$ cat src/rtl/kf76489_write_arbiter_pkg.sv
// Shared definitions for the KF76489 write path: register indices, command-byte
// bit positions (TI numbering, bit0 = latch flag) and the scheduler state type.
package KF76489_Pkg;

  localparam logic [2:0] TONE0_FREQ = 3'd0;
  localparam logic [2:0] TONE0_ATTN = 3'd1;
  localparam logic [2:0] TONE1_FREQ = 3'd2;
  localparam logic [2:0] TONE1_ATTN = 3'd3;
  localparam logic [2:0] TONE2_FREQ = 3'd4;
  localparam logic [2:0] TONE2_ATTN = 3'd5;
  localparam logic [2:0] NOISE_CTRL = 3'd6;
  localparam logic [2:0] NOISE_ATTN = 3'd7;

  localparam int LATCH_BIT = 0;
  localparam int CHAN_LSB  = 1;
  localparam int CHAN_MSB  = 2;
  localparam int TYPE_BIT  = 3;

  typedef enum logic [1:0] {
    ST_IDLE  = 2'd0,
    ST_ISSUE = 2'd1,
    ST_BUSY  = 2'd2
  } state_t;

  // Register index addressed by a latch byte: {channel, type}.
  function automatic logic [2:0] latch_index(input logic [7:0] cmd);
    return {cmd[CHAN_MSB:CHAN_LSB], cmd[TYPE_BIT]};
  endfunction

endpackage

$ cat src/rtl/kf76489_write_arbiter_busy_timer.sv
// Loadable down-counter advanced only on chip ticks; o_done flags the tick
// that takes the count from 1 to 0.
module kf76489_busy_timer
  import KF76489_Pkg::*;
#(
  parameter int WIDTH = 8
) (
  input  logic             clock,
  input  logic             reset,
  input  logic             i_load,
  input  logic [WIDTH-1:0] i_load_val,
  input  logic             i_tick,
  output logic             o_done
);

  logic [WIDTH-1:0] r_count;

  always_ff @(posedge clock) begin
    if (!reset) begin
      r_count <= '0;
    end else if (i_load) begin
      r_count <= i_load_val;
    end else if (i_tick && (r_count != '0)) begin
      r_count <= r_count - 1'b1;
    end
  end

  assign o_done = i_tick && (r_count == WIDTH'(1));

endmodule

$ cat src/rtl/kf76489_write_arbiter.sv
// Two-port round-robin write scheduler for the KF76489 register file: grants a
// command byte, strobes its register for one cycle, then waits out the chip busy window.
module kf76489_write_arbiter
  import KF76489_Pkg::*;
#(
  parameter int BUSY_TICKS   = 32,
  parameter int LOCK_TIMEOUT = 4
) (
  input  logic        clock,
  input  logic        reset,
  input  logic        clock_enable,
  input  logic [1:0]  req_valid,
  input  logic [15:0] req_data,
  output logic [1:0]  req_ready,
  output logic [7:0]  internal_data_bus,
  output logic [7:0]  write_strobe,
  output logic        write_data_byte,
  output logic        chip_ready
);

  localparam logic [3:0] LOCK_LAST = 4'(LOCK_TIMEOUT - 1);

  state_t     r_state;
  logic       r_last_served;
  logic       r_lock;
  logic       r_lock_port;
  logic [3:0] r_lock_cnt;
  logic [2:0] r_latched_idx;

  logic       w_grant;
  logic       w_hs;
  logic       w_is_latch;
  logic       w_busy_done;
  logic [7:0] w_byte;
  logic [2:0] w_idx;

  // A held lock pins the grant; otherwise a lone requester wins, and a tie
  // (or no requester) points at the port not served last.
  always_comb begin
    w_grant = ~r_last_served;
    if (r_lock) begin
      w_grant = r_lock_port;
    end else if (req_valid[0] ^ req_valid[1]) begin
      w_grant = req_valid[1];
    end
  end

  assign req_ready  = (reset && (r_state == ST_IDLE)) ? (w_grant ? 2'b10 : 2'b01) : 2'b00;
  assign w_hs       = |(req_valid & req_ready);
  assign w_byte     = w_grant ? req_data[15:8] : req_data[7:0];
  assign w_is_latch = w_byte[LATCH_BIT];
  assign w_idx      = w_is_latch ? latch_index(w_byte) : r_latched_idx;
  assign chip_ready = (r_state == ST_IDLE);

  kf76489_busy_timer #(
    .WIDTH(8)
  ) u_busy_timer (
    .clock      (clock),
    .reset      (reset),
    .i_load     (r_state == ST_ISSUE),
    .i_load_val (8'(BUSY_TICKS)),
    .i_tick     (clock_enable && (r_state == ST_BUSY)),
    .o_done     (w_busy_done)
  );

  always_ff @(posedge clock) begin
    if (!reset) begin
      r_state           <= ST_IDLE;
      r_last_served     <= 1'b1;
      r_lock            <= 1'b0;
      r_lock_port       <= 1'b0;
      r_lock_cnt        <= '0;
      r_latched_idx     <= TONE0_FREQ;
      internal_data_bus <= 8'h00;
      write_strobe      <= 8'h00;
      write_data_byte   <= 1'b0;
    end else begin
      write_strobe <= 8'h00;
      unique case (r_state)
        ST_IDLE: begin
          if (w_hs) begin
            // Outputs are registered here so they are presented during ISSUE.
            r_state           <= ST_ISSUE;
            r_last_served     <= w_grant;
            internal_data_bus <= w_byte;
            write_strobe      <= 8'b1 << w_idx;
            write_data_byte   <= ~w_is_latch;
            r_latched_idx     <= w_idx;
            r_lock            <= w_is_latch;
            r_lock_port       <= w_grant;
            r_lock_cnt        <= '0;
          end else if (r_lock) begin
            // No handshake under lock means the locked port is idle this cycle.
            if (r_lock_cnt == LOCK_LAST) begin
              r_lock     <= 1'b0;
              r_lock_cnt <= '0;
            end else begin
              r_lock_cnt <= r_lock_cnt + 4'd1;
            end
          end
        end
        ST_ISSUE: r_state <= ST_BUSY;
        ST_BUSY: begin
          if (w_busy_done) begin
            r_state <= ST_IDLE;
          end
        end
        default: r_state <= ST_IDLE;
      endcase
    end
  end

endmodule

$ cat config.mk
export PLATFORM = sky130hd
export DESIGN_NAME = kf76489_write_arbiter
export DESIGN_NICKNAME = d
export VERILOG_FILES = /design/src/rtl/kf76489_write_arbiter_pkg.sv /design/src/rtl/kf76489_write_arbiter_busy_timer.sv /design/src/rtl/kf76489_write_arbiter.sv
export SDC_FILE = /design/constraint.sdc
export NUM_CORES = 1
export LEC_CHECK = 0
export ABC_CLOCK_PERIOD_IN_PS = 4530
export CORE_UTILIZATION = 41
export CTS_CLUSTER_DIAMETER = 30
export DETAILED_ROUTE_END_ITERATION = 12
export HOLD_SLACK_MARGIN = 0.03
export PLACE_DENSITY = 0.69
export REMOVE_ABC_BUFFERS = 1
export SETUP_SLACK_MARGIN = 0.15
export SLEW_MARGIN = 20
export SYNTH_ARGS = -nofsm -noshare
export SYNTH_HDL_FRONTEND = slang
export SYNTH_SLANG_ARGS = --single-unit
$ cat constraint.sdc
create_clock -name clock -period 4.53 [get_ports clock]
set_clock_uncertainty 0.1 [all_clocks]
set_input_delay 0.453 -clock clock [delete_from_list [all_inputs] [get_ports clock]]
set_output_delay 0.453 -clock clock [all_outputs]
set_load 0.01 [all_outputs]
## After elaboration in Yosys (flattened, before gate mapping)

Cells that the tools add are included.

| storage, ports and cells | value |
|---|---|
| logic and storage cells | 56 |
| register bits | 37 |
| input bits | 21 |

| cells by class | value |
|---|---|
| reduce and logical (&&, ||, !) cells | 14 |
| multiplexer cells | 17 |
| add/sub/neg operators | 2 |
| shift-type cells | 1 |
| bitwise logic cells | 5 |
| equality and inequality tests | 6 |

Operator list:

| cell | number |
|---|---|
| 4-bit two-way mux | 3 |
| 6-bit two-way mux | 2 |
| 8-bit by 1-bit == test with 1-bit output (second input constant) | 1 |
| 2-bit two-way mux | 4 |
| 8-bit two-way mux | 1 |
| 8-bit nonzero test | 1 |
| 1-bit by 3-bit left shift with 8-bit output (first input constant) | 1 |
| 8-bit by 1-bit subtractor with 8-bit output (second input constant) | 1 |
| 2-bit case mux with 3 select lines | 1 |
| 2-bit AND reduction | 3 |
| 1-bit two-way mux | 5 |
| 4-bit by 1-bit adder with 4-bit output (second input constant) | 1 |
| 4-bit by 2-bit == test with 1-bit output (second input constant) | 1 |
| 1-bit logical AND | 4 |
| 2-bit by 1-bit != test with 1-bit output (second input constant) | 2 |
| 2-bit nonzero test | 2 |
| 2-bit OR reduction | 2 |
| 3-bit two-way mux | 1 |
| 1-bit inverter | 3 |
| 3-bit AND reduction | 1 |
| 2-bit bitwise AND | 1 |
| 2-bit by 1-bit == test with 1-bit output (second input constant) | 1 |
| 2-bit == test (second input constant) | 1 |
| 2-bit zero test | 1 |
| 1-bit bitwise XOR | 1 |

## Longest topological paths before layout

Gate-level depths: netlist of run 1.

| logic depth | value |
|---|---|
| word-level depth | 9 |
| depth in mapped cells | 8 |

## Cells and area by module

From an unflattened synthesis of run 1, not the netlist that was laid out.

| unflattened totals | value |
|---|---|
| cell total of the unflattened synthesis | 203 |
| area, all modules | 1849.3 µm² |

By module, submodules not included:

| module | seq. area each (µm²) | cells each | instances | area each (µm²) |
|---|---|---|---|---|
| kf76489_write_arbiter | 580.6 | 138 | 1 | 1322.5 |
| kf76489_busy_timer | 160.2 | 65 | 1 | 526.8 |

## Least setup slack after synthesis of run 1

OpenSTA, ideal clock, no wires.

| path | value |
|---|---|
| path type | register -> register |
| start point | register u_busy_timer.r_count[0] |
| end point | register u_busy_timer.r_count[6] |
| period minus slack after synthesis | 1787 ps |
| cell stages (with the launch flop) | 8 |
| slack | 2743 ps |
| arrival | 1567 ps |
| cell sequence | dfxtp_1 inv_1 ha_1 a311oi_2 nand2_1 nor3b_1 xnor2_1 nor2_1 |

| between the ends | value |
|---|---|
| cells in the longest elaborated chain, start to end | 2 |
| elaborated cells on any way between the ends | 3 |

Ends and longest elaborated chain:

| element | RTL line | source |
|---|---|---|
| from (decl) | kf76489_write_arbiter_busy_timer.sv:16 | `logic [WIDTH-1:0] r_count;` |
| from (signal assigned) | kf76489_write_arbiter_busy_timer.sv:22 | `r_count <= i_load_val;` |
| from (signal assigned) | kf76489_write_arbiter_busy_timer.sv:24 | `r_count <= r_count - 1'b1;` |
| branches (longest 2 deep; another with 8-bit by 1-bit subtractor with 8-bit output) | -- |  |

Parallel ways; which one is timed is not known.
A chain may end at the register's enable or synchronous reset.

## Final worst setup path of run 1

| path | value |
|---|---|
| start point | input req_valid[1] |
| end point | output req_ready[1] |

| between the ends | value |
|---|---|
| cells in the longest elaborated chain, start to end | 5 |

Ends and longest elaborated chain:

| element | RTL line | source |
|---|---|---|
| from (decl) | kf76489_write_arbiter.sv:12 | `input logic [1:0] req_valid,` |
| 1-bit bitwise XOR | kf76489_write_arbiter.sv:43 | `end else if (req_valid[0] ^ req_valid[1]) begin` |
| 1-bit two-way mux * | kf76489_write_arbiter.sv:43 |  |
| 1-bit two-way mux * | kf76489_write_arbiter.sv:41 | `if (r_lock) begin` |
| 2-bit two-way mux * (2 in a row) | kf76489_write_arbiter.sv:48 | `assign req_ready = (reset && (r_state == ST_IDLE)) ? (w_grant ? 2'b10 : 2'b01) : 2'b00;` |
| to (decl) | kf76489_write_arbiter.sv:14 | `output logic [1:0] req_ready,` |

Mark *: on every way between the ends. The rest lies on a longest branch, timed or not.

==> reports/qor.csv, run 1 <==
metric;value;unit
final core utilization;58.6;%
Post-CTS Setup Bufs;0;
Crit. Startpoint;req_valid[1];
Tot Pwr;829;uW
startpoint types;primary input;
# port buffers;40;
share of layout cells above drive strength 1;6.88;%
post-synth cell types;35;
Worst Hold Launch;r_latched_idx[2];
post-route ant nets;0;
clk_lat worst skew;0.29;ns
minimum clock period;2.96;ns
PD cells;378;mW/mm^2
routability congestion estimate;0.733;
CTS tree;built;
CTS buffer count;5;
initial antenna violation count;0;
crit path capture type;primary output;
Crit Path Max Fanout;8;
worst r2r src;r_state[0];
overall global routing resource usage;18.8;%
root buffer cell;clkbuf_8;
first-pass GRT wire length;5980;um
Hold Crit Class;reg2reg;
synthesized area;0.00164;mm^2
worst vdd ir;0.192;mV
Max Cap Viol;0;
Post-Place Cells;258;
Compound-Gate Fraction of Synth Area;18.0;%
worst endpoint required time;3.98;ns
sequential-to-total area share from yosys stat;45.2;%
Post-Place Worst Slack;1.56;ns
Max Slew Vio Count;0;
Yosys Warn Count;0;
Clock transition at path regs;0.07;ns
status;finished clean;
Setup TNS;0;ns
core area;0.00374;mm^2
Detailed Route Iter0 Violations;29;
fin worst setup slack;1.57;ns
post-synthesis adder-cell area fraction;3.05;%
vias per cell;5.20;
synthesized instance count;174;
Pleak;0.901;nW
worst path arrival time;2.41;ns
Top Ports;41;
diodes inserted;0;
die width;65.2;um
DR vias;1383;
post-synthesis xor/xnor area fraction;4.27;%
Die H;65.2;um
site row count;22;
grt total ovfl;0;
capture point of the worst reg-to-reg path;write_strobe[6];
Residual DRC;0;
dominant synthesized flop cell;dfxtp_1;
syn avg cell area;9.42;um^2
fin nets;242;
worst relative slew slack;58.5;%
post-DP HPWL;2690;um
Reg2Reg Depth;5;
Post-CTS Hold Fix Bufs;0;
number of flops mapped to enable cells by yosys;0;
RSZ-0062 raised after global routing;no;
Layout area overhead;33.8;%
fmax;338;MHz
critical path class;in2out;
# clock sinks;37;
most frequent cells in the layout;40 x clkdlybuf4s50_1, 37 x dfxtp_1, 21 x nand2_1, 17 x nor2_1;
Period Utilization, post-route;65.3;%
worst-margin pin slew;0.621;ns
fin cells;266;
largest net degree at the start of global routing;21;
router iterations before antenna repair;4;
most common cell after layout, fill and taps aside;clkdlybuf4s50_1;
#FFs+latches synth;37;
drt wl/cell;13.2;um
# setup viols final;0;
vias in the first global route;1357;
worst-case clock buffer depth;2;
Initial Util;43.8;%
Critical Path End;req_ready[1];
H-tree depth;2;
drt total wl;3510;um
die footprint;0.00425;mm^2
Final Hold Viols;0;
CTS resizes;0;
Worst R2R Setup Slack;2.19;ns
Simple-Gate Fraction of Synth Area;21.8;%
Post-synth ARST share;0;%
largest family of logic cells by synthesized area;simple AND/OR/NAND/NOR gates;
post-synthesis mux area share;4.89;%
==> registers in the layout, indices dropped and copies added, names as in the netlist <==
register,cells
r_latched_idx,3
u_busy_timer.r_count,8
internal_data_bus,8
r_lock_port,1
r_last_served,1
write_strobe,8
r_state,2
r_lock_cnt,4
write_data_byte,1
r_lock,1
==> worst max-delay path, cell delays in order <==
cell	delay, ns
clkdlybuf4s50_1	0.55
nand2b_1	0.12
a211oi_4	0.33
nor2_2	0.18
nor2_1	0.21
clkdlybuf4s50_1	0.57
==> kinds of logic (layout without fill, tap and decap cells) <==
logic type                 Yosys count  in the layout
AOI/OAI and AO/OA                   35             35
xor gates and xnor gates             8              8
adders and majority gates            4              4
buffers and inverters               10             54
DFF                                 37             37
muxes                                8              8
and+or+nand+nor                     72             72
==> layer usage <==
layer / GRT usage [%] / wire, um
met5: 0 / 0
met2: 33.4 / 1700
met3: 6.94 / 207
met4: 8.15 / 62
met1: 19.7 / 1540
==> through the flow <==
step           cell area, um^2  hold slack (ns)
2_1_floorplan             1620            0.344
3_3_place_gp              2080            0.362
3_5_place_dp              2080            0.373
4_1_cts                   2190            0.383
5_1_grt                   2190            0.400
6_report                  2190            0.380
==> power by group <==
group	internal (mW)	leakage, nW	switching (mW)	total, mW
combinational	0.0865	0.541	0.0869	0.173
clock	0.179	0.0585	0.111	0.290
sequential	0.349	0.302	0.0163	0.366
total	0.615	0.901	0.214	0.829
==> area by class of cell <==
class / count / area, um^2
Clock inverter: 1 / 30.0
Sequential cell: 37 / 741
Tap cell: 48 / 60.1
Multi-Input combinational cell: 127 / 853
Fill cell: 342 / 1550
Inverter: 6 / 22.5
Timing Repair Buffer: 40 / 400
Clock buffer: 7 / 86.3
==> how the worst min path moves through the flow <==
| stage | endpoint | slack [ns] | cells after the start |
|---|---|---|---|
| floorplan | r_last_served | 0.34 | 2 |
| global placement | r_lock_cnt[1] | 0.36 | 2 |
| detailed placement | r_latched_idx[2] | 0.37 | 2 |
| CTS | r_latched_idx[2] | 0.38 | 2 |
| global route | r_latched_idx[2] | 0.40 | 2 |
| finish | r_latched_idx[2] | 0.38 | 2 |
==> Yosys cell counts (2+ instances only) <==
cell type	instances	share of area, %
nand2b_1	3	1.1
dfxtp_1	37	45
o211a_1	7	4.3
inv_1	6	1.4
buf_4	2	0.92
a21oi_1	6	1.8
mux2i_1	8	4.9
o21ai_4	2	2.0
and3b_1	2	1.1
o21ai_0	6	1.8
nor2b_1	2	0.76
nor3b_1	7	3.2
a21boi_0	3	1.4
nor3_1	8	2.4
nand2_1	21	4.8
nand3_1	7	2.1
xnor2_1	5	2.7
o22a_1	3	1.6
xor2_1	3	1.6
nor2_1	17	3.9
ha_1	4	3.1
clkbuf_1	2	0.46
Note: power is estimated with default switching activity, not from simulation.
==> inputs of run 2 (changes only) <==
--- a/config.mk
+++ b/config.mk
@@ -5,7 +5,7 @@
 export SDC_FILE = /design/constraint.sdc
 export NUM_CORES = 1
 export LEC_CHECK = 0
-export ABC_CLOCK_PERIOD_IN_PS = 4530
+export ABC_CLOCK_PERIOD_IN_PS = 2800
 export CORE_UTILIZATION = 41
 export CTS_CLUSTER_DIAMETER = 30
 export DETAILED_ROUTE_END_ITERATION = 12
==> constraint.sdc (replaced) <==
create_clock -name clock -period 2.8 [get_ports clock]
set_clock_uncertainty 0.1 [all_clocks]
set_input_delay 0.28 -clock clock [delete_from_list [all_inputs] [get_ports clock]]
set_output_delay 0.28 -clock clock [all_outputs]
set_load 0.01 [all_outputs]
==> run 2 against run 1 <==
Clock power increased by 23%. Non-clock buffer count increased by 5. Worst hold slack improved by 0.0077 ns. Design area increased by 0.34%. First-iteration DRC count increased by 86%. Clock-buffer cell count decreased by 2. Die area unchanged. Via count increased by 0.14%.
==> reports/qor.csv, run 2 (synthesis results as in run 1) <==
metric;value;unit;change
status;finished clean;;
diodes inserted;0;;unchanged
RSZ-0062 raised after global routing;no;;
share of layout cells above drive strength 1;9.42;%;+2.5 points
post-DP HPWL;2770;um;+2.9%
Post-Place Worst Slack;0.314;ns;-1.25 ns
fillers;329;;-3.8%
Post-CTS Setup Bufs;0;;unchanged
Buf/Inv on CP;2;;unchanged
minimum clock period;2.49;ns;
Post-CTS Hold Fix Bufs;0;;unchanged
core area;0.00374;mm^2;unchanged
fin nets;247;;+2.1%
Layout area overhead;34.3;%;
vias per cell;5.11;;-1.7%
met3 usage;6.94;%;unchanged
Setup TNS;0;ns;unchanged
Pleak;0.910;nW;+1.0%
Detailed Route Iter0 Violations;54;;+86%
die width;65.2;um;unchanged
post-route ant nets;0;;unchanged
worst endpoint required time;2.42;ns;-1.56 ns
most frequent cells in the layout;40 x clkdlybuf4s50_1, 37 x dfxtp_1, 21 x nand2_1, 17 x nor2_1;;
minimum hold slack;0.388;ns;+0.00773 ns
Hold Crit Class;reg2reg;;
Clock transition at path regs;0.07;ns;about the same
# setup viols final;0;;unchanged
# port buffers;40;;unchanged
worst-margin pin slew;0.457;ns;-0.164 ns
fin worst setup slack;0.309;ns;-1.26 ns
root buffer cell;clkbuf_8;;
Max Cap Viol;0;;unchanged
vias in the first global route;1308;;-3.6%
fmax;402;MHz;
grt total ovfl;0;;unchanged
Critical Path Max Stage Delay;0.57;ns;about the same
CTS resizes;0;;unchanged
routability congestion estimate;0.736;;+0.44%
PD cells;566;mW/mm^2;+50%
overall global routing resource usage;19.4;%;+0.58 points
Period Utilization, post-route;88.9;%;
registers with the most flip-flops;internal_data_bus x8, u_busy_timer.r_count x8, write_strobe x8;;
Residual DRC;0;;unchanged
area occupied by multi-input gates;853;um^2;unchanged
Initial Util;43.8;%;unchanged
critical path class;in2out;;
largest net degree at the start of global routing;20;;-4.8%
worst relative slew slack;69.3;%;+11 points
slowest cell on the critical path;clkdlybuf4s50_1;;
# clock sinks;37;;unchanged
die footprint;0.00425;mm^2;unchanged
most common cell after layout, fill and taps aside;clkdlybuf4s50_1;;
first-pass GRT wire length;6180;um;+3.3%
drt total wl;3690;um;+5.3%
GR Util met2;29.6;%;-3.7 points
Final Hold Viols;0;;unchanged
H-tree depth;2;;unchanged
drt wl/cell;13.6;um;+3.3%
CTS buffer count;5;;unchanged
CP delay by family, top;buffers and inverters;;
DR vias;1385;;+0.14%
initial antenna violation count;0;;unchanged
grt met1 use;24.9;%;+5.1 points
crit path capture type;primary output;;
Crit Path Max Fanout;5;;-3
worst-path cell chain;clkdlybuf4s50_1, nand2b_1, a211oi_4, nor2_2, nor2_1, clkdlybuf4s50_1;;
startpoint types;primary input;;
Die H;65.2;um;unchanged
router iterations before antenna repair;4;;unchanged
Top Ports;41;;unchanged
clk_lat worst skew;0.29;ns;about the same
worst path arrival time;2.11;ns;-0.30 ns
site row count;22;;unchanged
worst vdd ir;0.349;mV;+82%
most frequent CP cell;clkdlybuf4s50_1;;
Max Slew Vio Count;0;;unchanged
GR peak layer;met2;;
CTS tree;built;;
Sequential Area;741;um^2;unchanged
worst-case clock buffer depth;2;;unchanged
[run 2: where the power goes]
part / switching [mW] / internal, mW
logic: 0.144 / 0.151
registers: 0.0268 / 0.565
clock network: 0.186 / 0.172
total: 0.357 / 0.888
[run 2: stage by stage]
step	cell area, um^2	power, mW	std cells	utilization [%]
final	2200	1.24	271	58.8
after global routing	2200	1.32	271	58.8
after CTS	2200	1.26	271	58.8
after detailed placement	2110	0.898	263	56.5
after global placement	2110	0.889	263	56.5
after floorplan	1620	0.760	170	-
[run 2: path summary, 6_finish.rpt]
path                                start                 endpoint  slack (ns)  depth (start not counted)
hold reg to reg             r_lock_cnt[1]            r_lock_cnt[1]        0.39                          2
hold / removal              r_lock_cnt[1]            r_lock_cnt[1]        0.39                          2
setup reg to reg  u_busy_timer.r_count[0]  u_busy_timer.r_count[6]        0.79                          7
setup / recovery             req_valid[1]             req_ready[1]        0.31                          6
[run 2: per-layer routing]
metal | up-vias | share of wire [%]
li1 | 704 | -
met1 | 645 | 48
met2 | 34 | 47
met3 | 2 | 4.8
met4 | 0 | 0.65
met5 | - | 0
[run 2: final cells by class]
cell class                      count  share of cell area [%]
Timing Repair Buffer               45                    19.9
Clock inverter                      3                   0.796
Sequential cell                    37                    33.7
Tap cell                           48                    2.73
Inverter                            6                    1.02
Clock buffer                        5                    3.13
Multi-Input combinational cell    127                    38.8
[run 2: tightest hold or removal path: stages (launching register included)]
cell and delay [ns]:
dfxtp_1 0.33, nand2_1 0.06, a21oi_1 0.06
